==> src/rtl/apple_field.sv <==
// Multi-apple manager for the snake game: LFSR-driven apple placement, eat detection,
// saturating score and the registered per-pixel apple select for the VGA mixer.
module apple_field #(
  parameter int          NUM_APPLES = 4,
  parameter int          CELL       = 10,
  parameter int          COLS       = 64,
  parameter int          ROWS       = 48,
  parameter int          SCORE_W    = 8,
  parameter logic [15:0] LFSR_SEED  = 16'hACE1
) (
  input  logic               VGA_clk,
  input  logic               reset,
  input  logic               start,
  input  logic               frameTick,
  input  logic [9:0]         xCount,
  input  logic [8:0]         yCount,
  input  logic [5:0]         headCol,
  input  logic [5:0]         headRow,
  output logic               apple,
  output logic               score_increment,
  output logic [SCORE_W-1:0] score,
  output logic               spawnBusy
);

  localparam int IDX_W = (NUM_APPLES > 1) ? $clog2(NUM_APPLES) : 1;

  typedef enum logic [1:0] {IDLE, SCAN, DRAW} state_t;

  state_t                  state;
  logic [15:0]             lfsr;
  logic [15:0]             lfsr_next;
  logic                    start_q;
  logic [NUM_APPLES-1:0]   valid;
  logic [NUM_APPLES-1:0]   pending;
  logic [5:0]              slot_col [NUM_APPLES];
  logic [5:0]              slot_row [NUM_APPLES];
  logic [IDX_W-1:0]        cur;
  logic [IDX_W-1:0]        pick_idx;
  logic [NUM_APPLES-1:0]   cur_mask;
  logic [NUM_APPLES-1:0]   eat_mask;
  logic [NUM_APPLES-1:0]   valid_left;
  logic [NUM_APPLES-1:0]   pending_after_eat;
  logic                    more_pending;
  logic [5:0]              cand_col;
  logic [5:0]              cand_row;
  logic                    cand_ok;
  logic [10:0]             x_pix;
  logic [10:0]             y_pix;
  logic [NUM_APPLES-1:0]   hit;

  assign lfsr_next = {lfsr[14:0], lfsr[15] ^ lfsr[13] ^ lfsr[12] ^ lfsr[10]};
  assign cand_col  = lfsr[5:0];
  assign cand_row  = lfsr[11:6];

  always_comb begin
    eat_mask = '0;
    if (frameTick && start) begin
      for (int i = 0; i < NUM_APPLES; i++) begin
        if (valid[i] && slot_col[i] == headCol && slot_row[i] == headRow)
          eat_mask[i] = 1'b1;
      end
    end
  end

  // A cell freed by an eat this cycle is already available to the candidate check.
  assign valid_left        = valid & ~eat_mask;
  assign pending_after_eat = pending | eat_mask;
  assign cur_mask          = NUM_APPLES'(1) << cur;
  assign more_pending      = |(pending_after_eat & ~cur_mask);

  always_comb begin
    cand_ok = (int'(cand_col) < COLS) && (int'(cand_row) < ROWS) &&
              !(cand_col == headCol && cand_row == headRow);
    for (int i = 0; i < NUM_APPLES; i++) begin
      if (valid_left[i] && slot_col[i] == cand_col && slot_row[i] == cand_row)
        cand_ok = 1'b0;
    end
  end

  always_comb begin
    pick_idx = '0;
    for (int i = NUM_APPLES - 1; i >= 0; i--) begin
      if (pending[i])
        pick_idx = IDX_W'(i);
    end
  end

  always_ff @(posedge VGA_clk) begin
    if (reset) begin
      state           <= IDLE;
      lfsr            <= LFSR_SEED;
      start_q         <= 1'b0;
      valid           <= '0;
      pending         <= '0;
      cur             <= '0;
      score           <= '0;
      score_increment <= 1'b0;
      spawnBusy       <= 1'b0;
      for (int i = 0; i < NUM_APPLES; i++) begin
        slot_col[i] <= '0;
        slot_row[i] <= '0;
      end
    end else begin
      lfsr            <= lfsr_next;
      start_q         <= start;
      score_increment <= 1'b0;
      if (!start) begin
        valid     <= '0;
        pending   <= '0;
        state     <= IDLE;
        spawnBusy <= 1'b0;
      end else if (!start_q) begin
        score     <= '0;
        valid     <= '0;
        pending   <= '1;
        state     <= SCAN;
        spawnBusy <= 1'b1;
      end else begin
        valid   <= valid_left;
        pending <= pending_after_eat;
        if (|eat_mask) begin
          score_increment <= 1'b1;
          if (score != '1)
            score <= score + 1'b1;
        end
        case (state)
          IDLE: begin
            if (|pending) begin
              state     <= SCAN;
              spawnBusy <= 1'b1;
            end
          end
          SCAN: begin
            if (|pending) begin
              cur   <= pick_idx;
              state <= DRAW;
            end else begin
              state     <= IDLE;
              spawnBusy <= 1'b0;
            end
          end
          DRAW: begin
            if (cand_ok) begin
              slot_col[cur] <= cand_col;
              slot_row[cur] <= cand_row;
              valid         <= valid_left | cur_mask;
              pending       <= pending_after_eat & ~cur_mask;
              state         <= more_pending ? SCAN : IDLE;
              spawnBusy     <= more_pending;
            end
          end
          default: begin
            state     <= IDLE;
            spawnBusy <= 1'b0;
          end
        endcase
      end
    end
  end

  // Cell bounds come from constant multiplies of the stored cell indices.
  assign x_pix = {1'b0, xCount};
  assign y_pix = {2'b00, yCount};

  for (genvar g = 0; g < NUM_APPLES; g++) begin : g_hit
    logic [10:0] x_lo;
    logic [10:0] y_lo;
    assign x_lo   = 11'(slot_col[g]) * 11'(CELL);
    assign y_lo   = 11'(slot_row[g]) * 11'(CELL);
    assign hit[g] = valid[g] &&
                    (x_pix >= x_lo) && (x_pix < x_lo + 11'(CELL)) &&
                    (y_pix >= y_lo) && (y_pix < y_lo + 11'(CELL));
  end

  always_ff @(posedge VGA_clk) begin
    if (reset)
      apple <= 1'b0;
    else
      apple <= start && (|hit);
  end

endmodule

==> config.mk <==
export PLATFORM = sky130hd
export DESIGN_NAME = apple_field
export DESIGN_NICKNAME = d
export VERILOG_FILES = /design/src/rtl/apple_field.sv
export SDC_FILE = /design/constraint.sdc
export NUM_CORES = 1
export LEC_CHECK = 0
export BUFFER_PORTS_ARGS = -buffer_cell sky130_fd_sc_hd__buf_2
export CAP_MARGIN = 0
export CORE_MARGIN = 2
export CORE_UTILIZATION = 44
export DETAILED_ROUTE_END_ITERATION = 8
export RECOVER_POWER = 25
export SLEW_MARGIN = 20
export SYNTH_ARGS = -nofsm -noshare
export SYNTH_HDL_FRONTEND = slang
export SYNTH_SLANG_ARGS = --single-unit
==> constraint.sdc <==
create_clock -name VGA_clk -period 3.85 [get_ports VGA_clk]
set_clock_uncertainty 0.2 [all_clocks]
set_input_delay 0.1925 -clock VGA_clk [delete_from_list [all_inputs] [get_ports VGA_clk]]
set_output_delay 0.1925 -clock VGA_clk [all_outputs]
set_load 0.03 [all_outputs]
==> flow_metrics.tcl, run 1 <==
set metrics [dict create \
    drive_above_1_share_pct 16.0 \
    antenna_found_initial 0 \
    nets 1434 \
    critPathLaunchType "flip-flop" \
    avgViaCountPerCell 5.56 \
    cts_sinks 88 \
    synth.most_common_cell "ha_1" \
    ys_top_cells_by_count "ha_1, xnor2_1, inv_1" \
    fillers 2125 \
    report.final.slew_viol_count 0 \
    hold_class "in2reg" \
    endpoint_kind "flip-flop" \
    pin_count 46 \
    p_leak_nw 4.97 \
    ys_warn_count 0 \
    rr_worst_depth 17 \
    grt_max_degree 28 \
    whs_endpoint "apple" \
    vias 8227 \
    insertion_delay_ns 0.36 \
    period_minus_slack_ns 3.76 \
    dp_hpwl_um 22000 \
    r2r_end "apple" \
    finalInstanceArea_um2 11500 \
    postSynth.asyncResetShare_pct 0 \
    wirelength_um 27000 \
    synth.top_cell.area_share_pct 25.0 \
    synth_edf_count 48 \
    outcome "finished clean" \
    hold_start "xCount[8]" \
    hold_buffers 0 \
    gp_congestion 0.917 \
    p_per_area_nw_per_um2 254 \
    setup_viol 0 \
    grt_pass1_wl_um 43400 \
    start_util_pct 44.7 \
    cp.arrival_ns 3.83 \
    r2r_slack_ns 0.09 \
    maxCapViolations 0 \
    yosys.area.top_type "ha_1" \
    synth_ff_type "edfxtp_1" \
    post-place-ws_ns -0.411 \
    fin_crit_sh_pct 97.6 \
    dr.first_iter.drc_count 493 \
    path_max_fanout 2 \
    die_area_um2 24200 \
    whs_path_depth 3 \
    reg2reg_from "slot_col[3][3]" \
    routedWlPerCell_um 18.3 \
    synth_cells 1099 \
    finalPower_w 0.00292 \
    crit_type "reg2reg" \
    core_um2 22600 \
    port_buffers 45 \
    fin_ws_ns 0.0942 \
    area_growth_pct 14.2 \
    dr.pass1.iters 5 \
    ant_nets 0 \
    ys_seq_area_share_pct 22.2 \
    peakVddDrop_v 0.000291 \
    cts_tree "yes" \
    synth_area_leaders "ha_1, edfxtp_1, xnor2_1" \
    synth-seq-cells 88 \
    grt_pass1_vias 8208 \
    tightest_slew_ns 1.13 \
    fp.dieH_um 155 \
    gr-usage-all-layers_pct 22.9 \
    num_rows 55 \
    clockBufferDepth 2 \
    final_hold_viol_count 0 \
    synth_cell_types 61 \
    fmax_mhz 266 \
    slew_headroom_pct 24.9 \
    die_x_um 155 \
    drc 0 \
    grt_overflow 0 \
    rsz0062_at_grt "yes" \
    cts_buffers 9 \
    avgSynthCellArea_um2 9.18 \
    required_ns 3.92 \
    clk_pin_slew_worst_paths_ns 0.06 \
    syn-cell-area_um2 10100 \
    ctsHtreeMaxLevel 3 \
    syn-num-nets 1344 \
    cts.root.buffer_cell "clkbuf_16" \
    post_dp_cell_area_um2 10900 \
    diodes 0 \
]
-- power by group --
part	internal (W)	leakage [nW]	switching, W
clock network	0.000443	0.137	0.000390
logic	0.000467	4.01	0.000537
registers	0.00102	0.823	0.0000660
-- layout make-up --
| type | instances | area [µm²] | area share [%] |
|---|---|---|---|
| timing repair buffer | 119 | 754 | 6.55 |
| multi-input combinational | 891 | 7590 | 65.9 |
| sequential | 88 | 2240 | 19.5 |
| clock buffer | 9 | 225 | 1.95 |
| tap | 285 | 357 | 3.09 |
| inverter | 80 | 300 | 2.61 |
| clock inverter | 7 | 53.8 | 0.467 |
-- critical path, cell delays in order, from the launching register on --
cell and delay, ns:
edfxtp_1 0.39, ha_1 0.31, ha_2 0.19, fa_2 0.39, a21o_1 0.23, a21oi_4 0.20, xnor2_2 0.14, nand3_1 0.09
and2_4 0.17, ha_4 0.15, nand2b_1 0.13, a21oi_1 0.12, o221ai_1 0.12, a31oi_1 0.16, o311ai_1 0.11, nor3_1 0.22
a31oi_1 0.16, o221ai_1 0.20
-- cells in the final DEF (no fill, tap or decap), types with 11 or more instances in the layout --
cell / count
or2_2: 11
nor2b_1: 28
o21a_1: 18
nor3_1: 19
dfxtp_1: 40
a21o_1: 30
nor2_1: 35
nand4_1: 37
ha_1: 197
o21ai_0: 46
edfxtp_1: 48
xor2_1: 22
nand2b_1: 12
and3_1: 14
xnor2_1: 154
buf_2: 33
and2_1: 38
nand3_1: 22
clkbuf_1: 15
a21oi_1: 51
buf_4: 71
inv_1: 78
nand2_1: 27
-- metrics by stage --
step | instances | setup TNS, ns | hold WS (ns) | utilization [%]
after floorplan | 1099 | 0 | 0.0641 | -
after global placement | 1456 | -0.277 | 0.198 | 48.5
after detailed placement | 1456 | -0.411 | 0.202 | 48.5
after CTS | 1476 | 0 | 0.0658 | 50.5
after global routing | 1479 | -0.0487 | 0.238 | 51.0
final | 1479 | 0 | 0.214 | 51.0
-- timing repair --
item / in CTS / in global routing
endpoints found under the setup margin: 1 / 1
resized for setup: 25 / 36
pin swaps: 11 / 24
setup buffers: 4 / 3
-- state kept, by name, indices dropped and copies added (netlist names), 2 cells and up --
signal	flops
slot_col	24
slot_row	24
lfsr	16
score	8
pending	4
valid	4
cur	2
state	2
-- worst max path at each step --
| stage | slack, ns | cells after the start | start | end |
|---|---|---|---|---|
| final | 0.09 | 17 | slot_col[3][3] | apple |
| after global routing | -0.05 | 17 | slot_col[0][3] | apple |
| after CTS | 0.004 | 14 | slot_row[2][1] | apple |
| after detailed placement | -0.41 | 16 | slot_col[1][3] | apple |
| after global placement | -0.28 | 16 | slot_col[1][3] | apple |
| after floorplan | 0.11 | 16 | slot_col[1][1] | apple |
-- per-layer routing --
metal  vias to the layer above  GRT usage [%]  routed length [µm]
li1                       4115              -                   -
met5                         -              0                   0
met1                      3924           31.0               12700
met4                         0           6.07                 391
met2                       159           39.4               12900
met3                        29           2.12                 957
-- cell families (layout without fill, tap and decap cells) --
group	Yosys count	in the layout	synth area share (%)
buffers and inverters	120	215	5.24
adder cells (fa/ha/maj)	212	212	26.8
AND/OR/NAND/NOR	281	281	16.0
XOR/XNOR	186	186	16.1
AO/OA/AOI/OAI	212	212	13.5
flip-flops	88	88	22.2
(Power assumes the default switching activity.)
==> run 2: changes to the inputs <==
- CELL_PAD_IN_SITES_DETAIL_PLACEMENT: not set -> 2
- CELL_PAD_IN_SITES_GLOBAL_PLACEMENT: not set -> 2
- CORE_ASPECT_RATIO: not set -> 1.1
- CORE_UTILIZATION: 44 -> 37
- PLACE_DENSITY_LB_ADDON: not set -> 0.1
- SETUP_SLACK_MARGIN: not set -> 0.02
==> flow_metrics.tcl, run 2 (synthesized netlist as in run 1, its figures left out) <==
set metrics [dict create \
    peakVddDrop_v 0.000238 \
    drc 0 \
    num_rows 63 \
    cts.root.buffer_cell "clkbuf_16" \
    fillers 2990 \
    diodes 0 \
    p_per_area_nw_per_um2 262 \
    rr_worst_depth 16 \
    setup_viol 1 \
    slew_headroom_pct 28.7 \
    fin_tns_setup_ns -0.0210 \
    nets 1468 \
    vias 8698 \
    area_growth_pct 18.3 \
    report.final.slew_viol_count 0 \
    crit_type "reg2reg" \
    cp.arrival_ns 3.94 \
    dr.first_iter.drc_count 389 \
    path_max_fanout 3 \
    gp_congestion 0.830 \
    fin_ws_ns -0.0210 \
    final_common_cell "ha_1" \
    ant_nets 0 \
    r2r_end "apple" \
    final_hold_viol_count 0 \
    cts_buffers 9 \
    pin_count 46 \
    start_util_pct 37.5 \
    tightest_slew_ns 1.07 \
    reg2reg_from "slot_col[1][2]" \
    ctsHtreeMaxLevel 3 \
    insertion_delay_ns 0.35 \
    whs_endpoint "valid[3]" \
    grt_overflow 0 \
    cts_tree "yes" \
    rsz0062_at_grt "yes" \
    endpoint_kind "flip-flop" \
    drive_above_1_share_pct 18.1 \
    antenna_found_initial 0 \
    port_buffers 45 \
    wirelength_um 33900 \
    layout_common_cells "ha_1, xnor2_1, buf_4" \
    avgViaCountPerCell 5.49 \
    grt_max_degree 27 \
    fmax_mhz 258 \
    required_ns 3.92 \
    grt_pass1_vias 9648 \
    gr-usage-all-layers_pct 23.9 \
    die_x_um 161 \
    fp.dieH_um 177 \
    outcome "complete, but fails checks" \
    die_area_um2 28600 \
    core_um2 26900 \
    final_core_util_pct 44.4 \
    clk_pin_slew_worst_paths_ns 0.07 \
    routedWlPerCell_um 21.4 \
    maxCapViolations 0 \
    hold_start "reset" \
    top_regs "slot_col x24, slot_row x24, lfsr x16" \
    p_leak_nw 5.11 \
    whs_path_depth 3 \
    dr.pass1.iters 4 \
    period_minus_slack_ns 3.87 \
    hold_buffers 0 \
    fin_crit_sh_pct 101 \
    r2r_slack_ns -0.02 \
    dp_hpwl_um 27800 \
    cts_sinks 88 \
    hold_class "in2reg" \
    grt_pass1_wl_um 52800 \
    violations "negative setup slack" \
    critPathLaunchType "flip-flop" \
    clockBufferDepth 2 \
]
run 2: cell types whose count changed in the layout (fill, tap and decap cells not counted), moves of 2 or more:
cell      before  now
ha_2           3    1
ha_4           2    8
clkbuf_1      15   18
a21oi_2        6    8
buf_4         71  102
xnor2_2        8    4
ha_1         197  193
xnor2_1      154  157
run 2: what timing repair did:
action / CTS / global route
setup endpoints to repair: 1 / 1
gates resized for setup: 28 / 38
setup buffers: 9 / 8
gates cloned: 0 / 0
pin swaps: 15 / 21
run 2: worst max-delay path, stage by stage, from the launching register on:
cell and delay (ns):
edfxtp_1 0.49, ha_1 0.27, ha_4 0.18, fa_2 0.39, a21o_1 0.18, a21oi_2 0.17
xnor2_2 0.14, nand3_1 0.11, and2_4 0.19, ha_4 0.24, a21oi_2 0.14, nand4b_1 0.18
a31oi_4 0.24, o2111ai_2 0.14, a21oi_2 0.22, o211ai_1 0.14, o221ai_1 0.17
run 2: layout make-up:
type	count	area, µm²	share of cell area [%]
Inverter	80	300	2.52
Sequential cell	88	2240	18.8
Timing Repair Buffer	153	1000	8.37
Clock buffer	10	229	1.92
Clock inverter	6	75.1	0.629
Tap cell	357	447	3.74
Multi-Input combinational cell	891	7650	64.0
run 2: stage by stage:
stage	worst slack (ns)	std cells	instance area (µm²)	hold slack, ns	power (W)
floorplan	0.113	1099	10100	0.0641	0.00175
global placement	-0.615	1552	11200	0.202	0.00209
detailed placement	-0.636	1552	11200	0.204	0.00214
CTS	-0.0278	1577	11700	0.0630	0.00311
global route	-0.213	1585	11900	0.0980	0.00333
finish	-0.0210	1585	11900	0.0688	0.00313
run 2: report_power, final:
group	internal (W)	switching (W)
Combinational	0.000505	0.000595
Sequential	0.00102	0.0000656
Clock	0.000515	0.000426
Total	0.00204	0.00109
run 2: layer usage:
| metal | share of wire [%] | GRT usage, % | vias to the layer above |
|---|---|---|---|
| li1 | - | - | 4178 |
| met3 | 2.6 | 2.18 | 38 |
| met2 | 52 | 45.0 | 112 |
| met5 | 0 | 0 | - |
| met4 | 2.2 | 6.81 | 0 |
| met1 | 43 | 28.9 | 4370 |
run 2: worst max-delay path by stage:
| stage | cells past startpoint | end | from |
|---|---|---|---|
| 2_1_floorplan | 16 | apple | slot_col[1][1] |
| 3_3_place_gp | 16 | apple | slot_col[1][1] |
| 3_5_place_dp | 16 | apple | slot_col[1][1] |
| 4_1_cts | 16 | apple | slot_col[1][3] |
| 5_1_grt | 15 | apple | slot_row[3][1] |
| 6_report | 16 | apple | slot_col[1][2] |
